`src/rtl/hex_seg_decoder_if.sv`:
```
// Digit-side bundle between the display scanner and the seven-segment decoder.
// The scanner uses the master modport and the decoder uses the slave modport.
interface hex_seg_decoder_if;
  logic       en;
  logic       blank;
  logic [3:0] digit;
  logic [6:0] seg;

  modport master (output en, output blank, output digit, input seg);
  modport slave  (input en, input blank, input digit, output seg);
endinterface

```
`src/rtl/hex_seg_decoder.sv`:
```
// Registered hex-to-seven-segment decoder with hold and blanking. The segment
// pins are driven straight from flops, so seg never glitches.
module hex_seg_decoder #(
  parameter bit ACTIVE_LOW = 1'b1
) (
  input logic               clk,
  input logic               rst,
  hex_seg_decoder_if.slave  bus
);

  localparam logic [6:0] SEG_OFF = ACTIVE_LOW ? 7'h7F : 7'h00;

  logic [6:0] glyph_al;  // glyph in common-anode form (0 = lit)
  logic [6:0] glyph;
  logic [6:0] seg_d;
  // The initialiser gives the off pattern at power-up and at time zero in simulation.
  logic [6:0] seg_q = SEG_OFF;

  // NOTE: every always_comb output gets a default first, so no path can leave it unassigned and infer a latch.
  always_comb begin
    glyph_al = 7'h7F;
    unique case (bus.digit)
      4'h0: glyph_al = 7'h40;
      4'h1: glyph_al = 7'h79;
      4'h2: glyph_al = 7'h24;
      4'h3: glyph_al = 7'h30;
      4'h4: glyph_al = 7'h19;
      4'h5: glyph_al = 7'h12;
      4'h6: glyph_al = 7'h02;
      4'h7: glyph_al = 7'h78;
      4'h8: glyph_al = 7'h00;
      4'h9: glyph_al = 7'h10;
      4'hA: glyph_al = 7'h08;
      4'hB: glyph_al = 7'h03;
      4'hC: glyph_al = 7'h46;
      4'hD: glyph_al = 7'h21;
      4'hE: glyph_al = 7'h06;
      4'hF: glyph_al = 7'h0E;
      default: glyph_al = 7'h7F;
    endcase
    glyph = ACTIVE_LOW ? glyph_al : ~glyph_al;
  end

  always_comb begin
    seg_d = seg_q;
    if (bus.en) begin
      seg_d = bus.blank ? SEG_OFF : glyph;
    end
  end

  // NOTE: state registers use non-blocking assignment so every flop samples pre-edge values.
  // NOTE: reset is synchronous and wins over the hold; seg_q is the only state in this block.
  always_ff @(posedge clk) begin
    if (rst) begin
      seg_q <= SEG_OFF;
    end else begin
      seg_q <= seg_d;
    end
  end

  assign bus.seg = seg_q;

endmodule

```
`src/flat_wrapper.sv`:
```
// flat-port wrapper written by rule: the top's interface ports become plain ports
module hex_seg_decoder_flat 
#(
  parameter bit ACTIVE_LOW = 1'b1
)
  (clk, rst, bus_en, bus_blank, bus_digit, bus_seg);
  hex_seg_decoder_if bus_i ();
  input logic clk;
  input logic rst;
  input wire logic [$bits(bus_i.en)-1:0] bus_en;
  input wire logic [$bits(bus_i.blank)-1:0] bus_blank;
  input wire logic [$bits(bus_i.digit)-1:0] bus_digit;
  output wire logic [$bits(bus_i.seg)-1:0] bus_seg;
  assign bus_i.en = bus_en;
  assign bus_i.blank = bus_blank;
  assign bus_i.digit = bus_digit;
  assign bus_seg = bus_i.seg;
  hex_seg_decoder #(.ACTIVE_LOW(ACTIVE_LOW)) u_core (.clk(clk), .rst(rst), .bus(bus_i));
endmodule
```
`config.mk`:
```
export PLATFORM = sky130hd
export DESIGN_NAME = hex_seg_decoder_flat
export DESIGN_NICKNAME = d
export VERILOG_FILES = /design/src/rtl/hex_seg_decoder_if.sv /design/src/rtl/hex_seg_decoder.sv /design/src/flat_wrapper.sv
export SDC_FILE = /design/constraint.sdc
export NUM_CORES = 1
export LEC_CHECK = 0
export ABC_AREA = 1
export BUFFER_PORTS_ARGS = -buffer_cell sky130_fd_sc_hd__buf_2
export CORE_AREA = 5 5 42 44
export CTS_CLUSTER_DIAMETER = 120
export DETAILED_ROUTE_END_ITERATION = 16
export DIE_AREA = 0 0 47 49
export PLACE_DENSITY = 0.62
export SKIP_CTS_REPAIR_TIMING = 1
export SYNTH_ARGS = -nofsm -noshare
export SYNTH_HDL_FRONTEND = slang
export SYNTH_SLANG_ARGS = --single-unit
```
`constraint.sdc`:
```
create_clock -name clk -period 1.7 [get_ports clk]
set_clock_uncertainty 0.15 [all_clocks]
set_input_delay 0.255 -clock clk [delete_from_list [all_inputs] [get_ports clk]]
set_output_delay 0.255 -clock clk [all_outputs]
set_load 0.05 [all_outputs]
```
# == After elaboration in Yosys (flattened, before gate mapping) ==
# Memory sizes are Yosys's and may differ from the RTL's.
# Index checks and enable logic that the tools add are counted.
# word_totals
latch_bits,0
mem_count,1
regBits,7
rom_bits,112
wordCells,3
mem_bits_rw,0
# memory_table
name,depth,word_bits,read_ports,rd_clocked_by_memory_dff,wr,line_no,rtl
(no name shown),16,7,1,0,0,hex_seg_decoder.sv:22,unique case (bus.digit)
# op_classes
add_sub_neg,0
n_div,0
shift,0
n_mul,0
n_bitwise,0
n_reduce_logical,0
n_eq_ne,0
order_cmp,0
mux,1
# op_table
cell,n
7-bit two-way mux,1

# == Longest topological paths before layout ==
# Gate-level depths: netlist of run 1.
# An unclocked memory read counts as a cell.
# logic_depth
word_depth,2
ltp_mapped,9
ltp_nobuf,9

# == Worst setup path before layout of run 1 ==
# Ideal clock, no wire load.
# synth_path
kind,input to register
start,in bus_digit[0]
end,reg u_core.seg_q[3] (netlist: u_core.bus.seg[3])
n_path_buf,0
cell_stages,9
setup_slack_ns,0.518
arrival_ns,0.917
cell_sequence,inv_1 ha_1 inv_1 nand2_1 nand2_1 nand2_1 nand3_1 nand2_1 nand2_1
# synth_via
elab_chain_len,2
# synth_lines
element,line_no,rtl
from (decl),flat_wrapper.sv:12,input wire logic [$bits(bus_i.digit)-1:0] bus_digit;
memory read 16 x 7 bit,--,
7-bit two-way mux,hex_seg_decoder.sv:47,seg_d = bus.blank ? SEG_OFF : glyph;
to (signal assigned),hex_seg_decoder.sv:57,seg_q <= seg_d;
to (decl),hex_seg_decoder.sv:17,logic [6:0] seg_q = SEG_OFF;
# No other way between the ends.
# A chain may end at the register's enable or synchronous reset.

# == Final worst setup path of run 1 ==
# layout_path
start,reg u_core.seg_q[2] (netlist: u_core.bus.seg[2])
end,out bus_seg[2]
# layout_rtl
element,line_no,rtl
to (decl),flat_wrapper.sv:13,output wire logic [$bits(bus_i.seg)-1:0] bus_seg;
# No word-level cell between the ends.

==> implementation parameters, run 1 <==
Parameter                              Value

Worst setup path
  Source of the worst register-to-register timing path    u_core.bus.seg[2]
  Worst reg-to-reg path cell count    2
  Crit. Startpoint    u_core.bus.seg[2]
  Worst-case register-to-register setup slack    a little over 0.9 ns
  Data arrival time of the worst path    0.83 ns
  Type of the worst setup path    flop to primary output
  Critical-path top delay cell    sky130_fd_sc_hd__dfxtp_1
  Critical Path RT    roughly 1.3 ns
  Largest delay contributor family on the critical path    flip-flops
  CP max FO    2
  Reg2reg end    u_core.bus.seg[2]
  Worst Setup End Kind    primary output
  CP Depth    1
  Sort of element at the start of the critical path    flop
  CP Capture Point    bus_seg[2]
  Highest cell delay on the worst timing path    between 0.3 and 0.4 ns
  List of cells traversed by the critical path    buf_2
  Combined buffer and inverter count along the critical path    1

Route
  Via count normalized by instance count    4.59
  Number of vias after detailed routing    528
  Routed WL per cell    between 9 and 10 um
  Number of nets with antenna violations after routing    0
  Number of DRC markers after the initial detailed-route iteration    13
  Router iterations before antenna repair    4
  DR DRC count    0
  Total wire length after detailed routing    around 1100 um
  DR WL met2    about 470 um
  Highest metal layer with signal wires    met3
  Wire length the detailed router placed on met1    531 um
  Length of routed met3 wiring    just under 80 um

Place
  HPWL after detailed placement    874 um
  Routability congestion estimate from global placement    0.849
  Placement-stage worst setup slack    0.271 ns
  Count of buffers from port buffering    14

CTS
  Root Driver    sky130_fd_sc_hd__clkbuf_4
  Deepest clock path buffer count    2
  TritonCTS sink count    7
  Clock buffers created by TritonCTS    3
  Clock slew at the register clock pins of the worst setup and hold paths    approximately 0.05 ns
  CTS tree    yes
  H-tree lvl count    1
  Clock latency at the later pin of the worst-skew pair    about 0.24 ns

Timing
  Final Hold Violating Endpoints    0
  Setup TNS    0 ns
  Count of pins over their slew limit    0
  Final worst slack    approximately 0.47 ns
  Time the worst path needs with I/O delays and setup    between 1 and 1.5 ns
  Rel. slew slack    0.834
  Slew at the pin closest to its max-slew limit    approximately 0.25 ns
  Final cycle utilization of the critical path    0.726
  Setup repair after global routing missed its margin    false
  Highest Clock Rate    a little over 0.8 GHz
  Count of endpoints failing setup in the final report    0

Yosys
  Number of warnings reported in the yosys synthesis log    0
  Leading cell types by count after synthesis    sky130_fd_sc_hd__nand2_1, sky130_fd_sc_hd__nand3_1, sky130_fd_sc_hd__inv_1
  Synth area leaders    sky130_fd_sc_hd__dfxtp_1, sky130_fd_sc_hd__nand2_1, sky130_fd_sc_hd__ha_1, sky130_fd_sc_hd__nand3_1, sky130_fd_sc_hd__inv_1
  Synthesized flop and latch total    7
  Synthesized area divided by synthesized cell count    roughly 6.4 um2
  Synth cell types    12
  FFs w/ async S/R, synth    0
  Yosys top cell area share    0.262
  Number of enable-type register cells in the synthesized netlist    0
  Library cell with the largest summed area after synthesis    sky130_fd_sc_hd__dfxtp_1
  Netlist area before placement    between 500 and 600 um2
  Dominant cell by count in the synthesized netlist    sky130_fd_sc_hd__nand2_1
  Synthesized netlist cell count    84
  Top flip-flop cell by instance count after synthesis    sky130_fd_sc_hd__dfxtp_1
  Net count of the mapped netlist    99
  Seq/Total Area, Yosys    0.262

Floorplan
  Core Footprint    approximately 1400 um2
  Chip height    a little under 50 um
  Effective utilization at floorplan    0.381
  Number of top-level pins    15
  Placement row count    14
  Die width    47 um
  Die footprint    around 2300 um2

Power
  Leak    approximately 0.34 nW
  Areal power density over the cells    between 700 and 800 nW/um2
  Peak supply drop    0.198 mV

Global routing
  Gr ovfl total    0
  First-pass GRT wire length    1840 um
  Largest net degree at the start of global routing    13
  Vias in the first global route    ~440
  Initial antenna violation count    0
  Overall track demand over capacity in global routing    0.102

Flow run
  Number of maximum-capacitance violations    0

Outcome
  Run status    finished, final reports clean

Hold path
  Worst min-delay path category    input port to flop
  Hold Crit Start    rst

Final layout
  Layout cell share with drive strength beyond 1    0.182
  Fin nets    115
  Antenna fix cells    0
  Largest register FFs    7
  Area delta synth->final    17.3%
==> logic make-up after synthesis <==
logic type,share of synthesized area
buf+inv,0.115
fa+ha+maj,0.164
simple gates,0.372
compound gates,0.0867
flops,0.262
==> placed cells by master (no fill, tap or decap) <==
cell / synthesis / final
sky130_fd_sc_hd__nand3_1: 15 / 15
sky130_fd_sc_hd__o22ai_1: 1 / 1
sky130_fd_sc_hd__inv_2: 1 / 1
sky130_fd_sc_hd__ha_1: 7 / 7
sky130_fd_sc_hd__clkbuf_4: 0 / 3
sky130_fd_sc_hd__inv_1: 9 / 9
sky130_fd_sc_hd__o21ai_1: 2 / 2
sky130_fd_sc_hd__nand2_1: 33 / 33
sky130_fd_sc_hd__a21oi_1: 6 / 6
sky130_fd_sc_hd__dfxtp_1: 7 / 7
sky130_fd_sc_hd__buf_2: 1 / 14
sky130_fd_sc_hd__clkbuf_1: 0 / 1
==> per-layer routing <==
layer	vias up	GRT usage
met5	-	0
met4	0	0.0415
met3	0	0.0111
met2	21	0.147
met1	211	0.149
li1	296	-
==> stage by stage <==
stage	hold WS (ns)	std cells	cell area [um2]	util	total power, W
floorplan	0.197	84	534	-	0.000292
global placement	0.299	111	601	0.429	0.000323
detailed placement	0.302	111	601	0.429	0.000323
CTS	0.140	115	627	0.447	0.000469
global route	0.160	115	627	0.447	0.000496
finish	0.141	115	627	0.447	0.000463
==> how the worst min path moves through the flow <==
stage | end | slack [ns] | cells past startpoint
final | u_core.bus.seg[3] | 0.14 | 3
after global routing | u_core.bus.seg[1] | 0.16 | 3
after CTS | u_core.bus.seg[3] | 0.14 | 3
after detailed placement | u_core.bus.seg[1] | 0.30 | 2
after global placement | u_core.bus.seg[6] | 0.30 | 2
after floorplan | u_core.bus.seg[2] | 0.20 | 2
==> power by group <==
part           leakage [nW]  internal, W  total [W]  switching, W
sequential           0.0582     0.000176   0.000181    0.00000463
combinational         0.271    0.0000405   0.000139     0.0000987
clock                0.0150    0.0000891   0.000143     0.0000544
total                 0.344     0.000306   0.000463      0.000158
==> final cells by class <==
cell class              instances  area, um2
fillers                       170        774
multi-input cells              64        333
flip-flops and latches          7        140
repair buffers                 14       70.1
inverters                      10       37.5
clock buffers                   4       26.3
well taps                      16       20.0
Note: power is estimated with default switching activity, not from simulation.
==> inputs of run 2 (changes only) <==
- PLACE_DENSITY: 0.62 -> 0.65
- clock period: 1.7 -> 1.01 ns (I/O delays scaled with it)
==> run 2 against run 1 <==
Against the previous run:
- largest cell class unchanged
- final cell count increased by 3.5%
- largest power group unchanged
- non-clock buffer count up 4
- core utilization is 8.3 points higher
- first-iteration DRC count fell by 85%
- the run now ends with negative setup slack left
- critical endpoint is now bus_seg[3]
- power rose by 85%
- register-to-register slack lost 0.73 ns
- global-route usage up 1.6 points
- combinational power grew 110%
- final area up 19%
- count of clock-buffer cells in the layout unchanged
- worst hold slack worse by 0.11 ns
==> implementation parameters, run 2 (synthesis results as in run 1) <==
Parameter                              Value

Outcome
  Run status    finished with violations (was finished, final reports clean)
  Violated checks    negative setup slack

Final layout
  Antenna fix cells    0 (unchanged)
  Sequential cell area    149 um2 (was 140 um2)
  Final instance count without filler cells    119 (was 115)
  Total area of multi-input combinational cells    345 um2 (was 333 um2)
  Commonest non-fill, non-tap cell in the layout    sky130_fd_sc_hd__nand2_1 (unchanged)
  Final core utilization    0.530 (was 0.447)
  Fin nets    119 (was 115)
  Area delta synth->final    39.1% (was 17.3%)
  Commonest cells after routing, fill and taps aside    sky130_fd_sc_hd__nand2_1, sky130_fd_sc_hd__nand3_1, sky130_fd_sc_hd__inv_1, sky130_fd_sc_hd__dfxtp_2 (was sky130_fd_sc_hd__nand2_1, sky130_fd_sc_hd__nand3_1, sky130_fd_sc_hd__buf_2)
  Largest register FFs    7 (unchanged)
  Fill cell count    150 (was 170)
  Layout cell share with drive strength beyond 1    0.311 (was 0.182)

Route
  Length of routed met3 wiring    58 um (was 77 um)
  Router iterations before antenna repair    4 (unchanged)
  Routed WL per cell    10.1 um (was 9.38 um)
  Via count normalized by instance count    4.71 (was 4.59)
  Number of DRC markers after the initial detailed-route iteration    2 (was 13)
  Number of vias after detailed routing    561 (was 528)
  Number of nets with antenna violations after routing    0 (unchanged)
  DR WL met2    567 um (was 470 um)
  Wire length the detailed router placed on met1    546 um (was 531 um)
  Highest metal layer with signal wires    met4 (was met3)
  Total wire length after detailed routing    1200 um (was 1080 um)
  DR DRC count    0 (unchanged)

Worst setup path
  Reg2reg end    u_core.bus.seg[2] (unchanged)
  Worst Setup End Kind    primary output (unchanged)
  Worst reg-to-reg path cell count    2 (unchanged)
  Source of the worst register-to-register timing path    u_core.bus.seg[2] (unchanged)
  CP max FO    2 (unchanged)
  Combined buffer and inverter count along the critical path    1 (unchanged)
  Type of the worst setup path    flop to primary output (unchanged)
  Critical Path RT    0.71 ns (was 1.29 ns)
  Worst-case register-to-register setup slack    0.19 ns (was 0.92 ns)
  Critical-path top delay cell    sky130_fd_sc_hd__dfxtp_2 (was sky130_fd_sc_hd__dfxtp_1)
  CP Depth    1 (unchanged)
  Largest delay contributor family on the critical path    flip-flops (unchanged)
  Data arrival time of the worst path    0.74 ns (was 0.83 ns)
  List of cells traversed by the critical path    buf_6 (was buf_2)
  Highest cell delay on the worst timing path    0.33 ns (was 0.32 ns)
  Sort of element at the start of the critical path    flop (unchanged)

Hold path
  Depth of the worst hold-timing path    3 (unchanged)
  Hold Crit Start    rst (unchanged)
  End point of the worst hold path    u_core.bus.seg[2] (was u_core.bus.seg[3])
  Worst min-delay path category    input port to flop (unchanged)

Timing
  Final Hold Violating Endpoints    0 (unchanged)
  Final cycle utilization of the critical path    1.03
  Count of endpoints failing setup in the final report    7 (was 0)
  Setup repair after global routing missed its margin    true (was false)
  Hold WS    0.0310 ns (was 0.141 ns)
  Time the worst path needs with I/O delays and setup    between 1 and 1.5 ns
  Count of pins over their slew limit    0 (unchanged)
  Highest Clock Rate    ~0.96 GHz
  Final worst slack    -0.0291 ns (was 0.465 ns)
  Rel. slew slack    0.866 (was 0.834)
  Slew at the pin closest to its max-slew limit    0.201 ns (was 0.251 ns)

CTS
  Deepest clock path buffer count    2 (unchanged)
  Clock slew at the register clock pins of the worst setup and hold paths    0.05 ns (about the same)
  Clock latency at the later pin of the worst-skew pair    0.25 ns (was 0.24 ns)
  CTS tree    yes (unchanged)
  H-tree lvl count    1 (unchanged)
  TritonCTS sink count    7 (unchanged)
  Clock buffers created by TritonCTS    3 (unchanged)
  Root Driver    sky130_fd_sc_hd__clkbuf_4 (unchanged)

Power
  Leak    0.387 nW (was 0.344 nW)
  Peak supply drop    0.354 mV (was 0.198 mV)
  Areal power density over the cells    1160 nW/um2 (was 739 nW/um2)

Place
  Placement-stage worst setup slack    -0.226 ns (was 0.271 ns)
  Routability congestion estimate from global placement    0.846 (was 0.849)
  Cell Count Post-Placement    115 (was 111)
  Count of buffers from port buffering    14 (unchanged)
  HPWL after detailed placement    915 um (was 874 um)

Floorplan
  Placement row count    14 (unchanged)
  Number of top-level pins    15 (unchanged)
  Effective utilization at floorplan    0.381 (unchanged)
  Die footprint    2300 um2 (unchanged)
  Core Footprint    1400 um2 (unchanged)
  Chip height    49 um (unchanged)
  Die width    47 um (unchanged)

Flow run
  Number of maximum-capacitance violations    0 (unchanged)

Global routing
  Initial antenna violation count    0 (unchanged)
  Gr ovfl total    0 (unchanged)
  Largest net degree at the start of global routing    10 (was 13)
  Vias in the first global route    545 (was 439)
  Overall track demand over capacity in global routing    0.118 (was 0.102)
  First-pass GRT wire length    2050 um (was 1840 um)
run 2: cell types whose count changed in the layout (fill, tap and decap cells not counted), sizes merged:
cell / before / now
buf: 14 / 18
run 2: worst max path at each step:
stage,startpoint,end,slack [ns]
3_3_place_gp,bus_digit[0],u_core.bus.seg[3],-0.20
5_1_grt,u_core.bus.seg[3],bus_seg[3],-0.06
3_5_place_dp,bus_digit[1],u_core.bus.seg[0],-0.23
4_1_cts,u_core.bus.seg[5],bus_seg[5],-0.14
2_1_floorplan,bus_digit[0],u_core.bus.seg[3],-0.005
6_report,u_core.bus.seg[3],bus_seg[3],-0.03
run 2: per-layer routing:
layer	up-vias	track usage
li1	303	-
met5	-	0
met2	14	0.192
met4	0	0.0783
met1	240	0.129
met3	4	0.0221
run 2: metrics by stage:
step | TNS, ns | power (W) | instance area [um2]
floorplan | -0.00527 | 0.000496 | 548
global placement | -1.17 | 0.000560 | 644
detailed placement | -1.27 | 0.000562 | 644
CTS | -0.938 | 0.000827 | 671
global route | -0.357 | 0.000914 | 743
finish | -0.177 | 0.000859 | 743
run 2: tightest hold or removal path, stage by stage:
cell                      delay, ns
sky130_fd_sc_hd__buf_2         0.14
sky130_fd_sc_hd__inv_1         0.06
sky130_fd_sc_hd__nand2_1       0.04
run 2: where the power goes:
| group | internal (W) | total, W | switching [W] |
|---|---|---|---|
| logic | 0.000112 | 0.000286 | 0.000173 |
| registers | 0.000300 | 0.000314 | 0.0000140 |
| clock network | 0.000151 | 0.000260 | 0.000109 |
| total | 0.000563 | 0.000859 | 0.000296 |
run 2: cell type report:
| class | instances | share of cell area |
|---|---|---|
| clock buffers | 4 | 0.0354 |
| inverters | 10 | 0.0572 |
| multi-input cells | 64 | 0.465 |
| flip-flops and latches | 7 | 0.200 |
| well taps | 16 | 0.0269 |
| repair buffers | 18 | 0.215 |
